`src/rtl/layer_serializer.sv`:
```
`default_nettype none
// ============================================================================
// Module   : layer_serializer
// Captures a full-valid parallel layer output and replays it one word/cycle.
// Revision : 1.0
// ============================================================================
module layer_serializer #(
    parameter int NN        = 30,
    parameter int dataWidth = 16
) (
    input  logic                    clk,
    input  logic                    rst,
    input  logic [NN-1:0]           in_valid,
    input  logic [NN*dataWidth-1:0] in_data,
    input  logic                    out_ready,
    output logic                    x_valid,
    output logic [dataWidth-1:0]    x_data,
    output logic                    x_last,
    output logic                    busy,
    output logic                    frame_done,
    output logic                    ovf,
    output logic                    part_err,
    input  logic                    clr_flags
);

    localparam int             IW       = (NN > 1) ? $clog2(NN) : 1;
    localparam logic [IW-1:0]  LAST_IDX = IW'(NN - 1);

    typedef enum logic [0:0] {
        IDLE  = 1'b0,
        SHIFT = 1'b1
    } state_t;

    state_t                  state;
    state_t                  state_n;
    logic [IW-1:0]           idx;
    logic [IW-1:0]           idx_n;
    logic [NN*dataWidth-1:0] buffer;
    logic [NN*dataWidth-1:0] buffer_n;

    logic                    cap;
    logic                    final_accept;
    logic                    drop;
    logic                    partial;
    logic                    x_valid_n;
    logic [dataWidth-1:0]    x_data_n;
    logic                    x_last_n;
    logic                    ovf_n;
    logic                    part_err_n;

    always_comb begin
        cap          = &in_valid;
        final_accept = (state == SHIFT) && out_ready && (idx == LAST_IDX);
        drop         = (state == SHIFT) && cap && !final_accept;
        partial      = (in_valid != '0) && !cap;

        state_n  = state;
        idx_n    = idx;
        buffer_n = buffer;

        case (state)
            IDLE: begin
                if (cap) begin
                    buffer_n = in_data;
                    idx_n    = '0;
                    state_n  = SHIFT;
                end
            end
            SHIFT: begin
                if (out_ready) begin
                    if (idx != LAST_IDX) begin
                        idx_n = idx + 1'b1;
                    end else if (cap) begin
                        // back-to-back frame: reload on the final accept, no bubble
                        buffer_n = in_data;
                        idx_n    = '0;
                    end else begin
                        idx_n   = '0;
                        state_n = IDLE;
                    end
                end
            end
            default: begin
                state_n = IDLE;
                idx_n   = '0;
            end
        endcase

        // outputs are registered, so derive them from the next-cycle view
        x_valid_n  = (state_n == SHIFT);
        x_data_n   = x_valid_n ? buffer_n[idx_n*dataWidth +: dataWidth] : '0;
        x_last_n   = x_valid_n && (idx_n == LAST_IDX);

        ovf_n      = drop    ? 1'b1 : (clr_flags ? 1'b0 : ovf);
        part_err_n = partial ? 1'b1 : (clr_flags ? 1'b0 : part_err);
    end

    always_ff @(posedge clk) begin
        if (!rst) begin
            state      <= IDLE;
            idx        <= '0;
            buffer     <= '0;
            x_valid    <= 1'b0;
            x_data     <= '0;
            x_last     <= 1'b0;
            busy       <= 1'b0;
            frame_done <= 1'b0;
            ovf        <= 1'b0;
            part_err   <= 1'b0;
        end else begin
            state      <= state_n;
            idx        <= idx_n;
            buffer     <= buffer_n;
            x_valid    <= x_valid_n;
            x_data     <= x_data_n;
            x_last     <= x_last_n;
            busy       <= x_valid_n;
            frame_done <= final_accept;
            ovf        <= ovf_n;
            part_err   <= part_err_n;
        end
    end

endmodule
`default_nettype wire

```
`config.mk`:
```
export PLATFORM = sky130hd
export DESIGN_NAME = layer_serializer
export DESIGN_NICKNAME = d
export VERILOG_FILES = /design/src/rtl/layer_serializer.sv
export SDC_FILE = /design/constraint.sdc
export NUM_CORES = 1
export LEC_CHECK = 0
export ABC_CLOCK_PERIOD_IN_PS = 3700
export CORE_ASPECT_RATIO = 0.5
export CORE_MARGIN = 4
export CORE_UTILIZATION = 51
export DETAILED_ROUTE_END_ITERATION = 10
export GPL_TIMING_DRIVEN = 0
export HOLD_SLACK_MARGIN = 0.03
export PLACE_DENSITY_LB_ADDON = 0.08
export SLEW_MARGIN = 25
export SYNTH_ARGS = -nofsm -noshare
export SYNTH_HDL_FRONTEND = slang
export SYNTH_SLANG_ARGS = --single-unit
```
`constraint.sdc`:
```
create_clock -name clk -period 3.7 [get_ports clk]
set_input_delay 0.555 -clock clk [delete_from_list [all_inputs] [get_ports clk]]
set_output_delay 0.555 -clock clk [all_outputs]
set_load 0.01 [all_outputs]
```
==> results.toml <==
[synthesis]
synth_ff_type = "dfxtp_1"
synth.distinct_cells = 46
yosysTopAreaCell = "dfxtp_1"
yosysSeqAreaShare_pct = 43.7
synth-seq-cells = 506
ys_top_cells_by_area = "dfxtp_1 44%, nand2_1 22%, a21boi_0 16%, a31oi_1 4.7%, clkbuf_1 3.4%"
ys.warnings.count = 0
synth_edf_count = 0
synth_top_area_share_pct = 43.7
netlist_instances = 3116
synth.cell_area_mm2 = 0.0232
syn_nets = 3632
syn_area_per_cell_um2 = 7.44
synthArstFlopShare_pct = 0

[global_routing]
grt_pass1_wl_um = 143000
grt_pass1_vias = 23997
overflow = 0
grt_max_degree = 16
grt_antenna_before_repair = 13
grt_use_total_pct = 37.9

[power_and_ir_drop]
power_switching_mw = 2.43
leakage_nw = 9.97
seq_power_share_pct = 48.3
switching_share_pct = 21.5
cellPowerDensity_mw_per_mm2 = 357
ir_drop_v = 0.000305
pwr-share-clk_pct = 44.9
combPwrFrac_pct = 6.8
total_power_mw = 11.3
internal-power_mw = 8.85

[worst_setup_path]
start_kind = "primary input"
critPathSlowestCell = "clkdlybuf4s50_1"
critical_path_peak_fanout = 10
end_kind = "register"
required_ns = 4.21
crit_family = "buffers and inverters"
path_buf_inv = 4
worstPathCellList = "clkdlybuf4s50_1 > nand4_1 > buf_4 > nor4_4 > buf_4 > a211oi_1 > nor2_2 > nand2_1 > clkbuf_1 > a311oi_1 > o41ai_1 > nand4_1"
worstSetupPathType = "primary input to register"
cp.arrival_ns = 4.27
critPathMaxStageDelay_ns = 0.63

[timing]
finalWorstSetupSlack_ns = -0.0528
slew_violations = 0
clock_skew_ns = 0.0157
hold_violations = 0
worst_pin_slew_ns = 1.01
fmax_mhz = 266
fin_crit_ns = 3.75
report.final.setup_viol = 8
setup_tns_ns = -0.226
slew_headroom_pct = 32.4
period_share_pct = 101

[route]
drc = 0
routedWlPerCell_um = 22.6
viasPerCell = 5.81
drtIter0Drc = 2762
detail-route-antenna-nets = 0
finalWirelength_um = 97900
dr_total_vias = 25140
firstDrtPassIters = 8

[die]
initial_core_util_pct = 52.4
ios = 536
core_area_mm2 = 0.0442
fp.dieH_um = 159
dieArea_mm2 = 0.0491
die_w_um = 309
num_rows = 54

[clocking]
cts_buffer_depth = 3
cts_hold_buf = 0
cts.sinks = 506
cts.clk_slew.worst_paths_ns = 0.07
cts-htree-levels = 2
clk_latency_ns = 0.58
cts_root_buf = "clkbuf_16"
numCtsBuffers = 45
cts_tree = "done"

[placement]
detailed_place_hpwl_um = 77700
dpl.cell_count = 4238
gp_congestion = 1.01
dp_slack_ns = -1.54
io_buffers = 534

[status]
status = "finished, violations left"
failed_checks = "negative setup slack"

[final_layout]
stdcell_count = 4329
fin_util_pct = 71.4
syn_to_final_growth_pct = 36.1
drive_gt1_share_pct = 7.10
final_nets = 4217
layout_commonest_cell = "nand2_1"
final_cell_mix = "1,377 x nand2_1, 533 x clkdlybuf4s50_1, 506 x dfxtp_1, 481 x a21boi_0, 186 x clkbuf_1"
fillers = 3648

[worst_hold_path]
hold_path.class = "primary input to register"

[flow_run]
max_cap_viol_count = 0
per-stage QoR:
step | hold slack (ns) | instance area [um2]
floorplan | 0.444 | 23200
global placement | 0.450 | 29300
detailed placement | 0.457 | 29300
CTS | 0.326 | 31300
global route | 0.362 | 31500
finish | 0.341 | 31500
routing by layer:
metal,track usage [%],vias up,wire length [um]
met5,0,-,53
met4,16.2,6,4620
met3,8.32,251,10000
met2,60.4,1286,44200
met1,49.7,11920,39100
li1,-,11677,-
final cells by class:
class / count / area (um2) / area share (%)
timing repair buffer: 538 / 5380 / 17.0
buffer: 276 / 1180 / 3.73
tap: 588 / 736 / 2.33
multi-input combinational: 2329 / 12600 / 39.8
clock buffer: 67 / 1340 / 4.24
antenna: 8 / 20.0 / 0.0635
clock inverter: 12 / 195 / 0.619
inverter: 5 / 18.8 / 0.0595
sequential: 506 / 10100 / 32.1
what timing repair did:
item                       in CTS  in global routing
setup endpoints to repair     417                 18
resized for setup              98                 41
pin swaps                       8                  6
buffers inserted                2                  2
power by group through the flow:
| stage | Combinational [mW] | Sequential, mW | Clock [mW] |
|---|---|---|---|
| floorplan | 0.123 | 5.57 | 0 |
| global placement | 0.752 | 5.57 | 0 |
| detailed placement | 0.753 | 5.57 | 0 |
| CTS | 0.760 | 5.44 | 5.01 |
| global route | 0.798 | 5.44 | 5.25 |
| finish | 0.769 | 5.44 | 5.06 |
kinds of logic after synthesis:
logic type	Yosys count	share of synthesized area [%]
AO/OA/AOI/OAI	831	26.1
XOR/XNOR	1	0.0378
adder cells (fa/ha/maj)	2	0.108
buffers and inverters	281	4.94
flip-flops	506	43.7
AND/OR/NAND/NOR	1495	25.1
worst min-delay path, delay by kind of cell:
family,cells,cell delay [ns]
buffers and inverters,1,0.17
AND/OR/NAND/NOR,2,0.15
flip-flops by register name, summed over array words and instances, names as in the netlist:
| signal | count |
|---|---|
| frame_done | 1 |
| ovf | 1 |
| x_data | 16 |
| part_err | 1 |
| buffer | 480 |
| state | 1 |
| x_last | 1 |
| idx | 5 |
synth_stat cells, types with 27 or more instances:
master,n
nand2_1,1378
dfxtp_1,506
a21boi_0,481
clkbuf_1,210
a31oi_1,173
buf_2,60
nor2_1,43
a311oi_1,33
o41ai_1,32
o22ai_1,31
o31ai_1,31
nand4_1,27
path summary, 6_finish.rpt:
| check | startpoint | end | slack, ns | cells past startpoint |
|---|---|---|---|---|
| min | out_ready | frame_done | 0.34 | 3 |
| max | in_valid[26] | x_data[8] | -0.05 | 12 |
| min reg2reg | buffer[366] | buffer[366] | 0.46 | 2 |
| max reg2reg | idx[0] | x_data[8] | -0.02 | 10 |
Note: power is estimated with default switching activity, not from simulation.
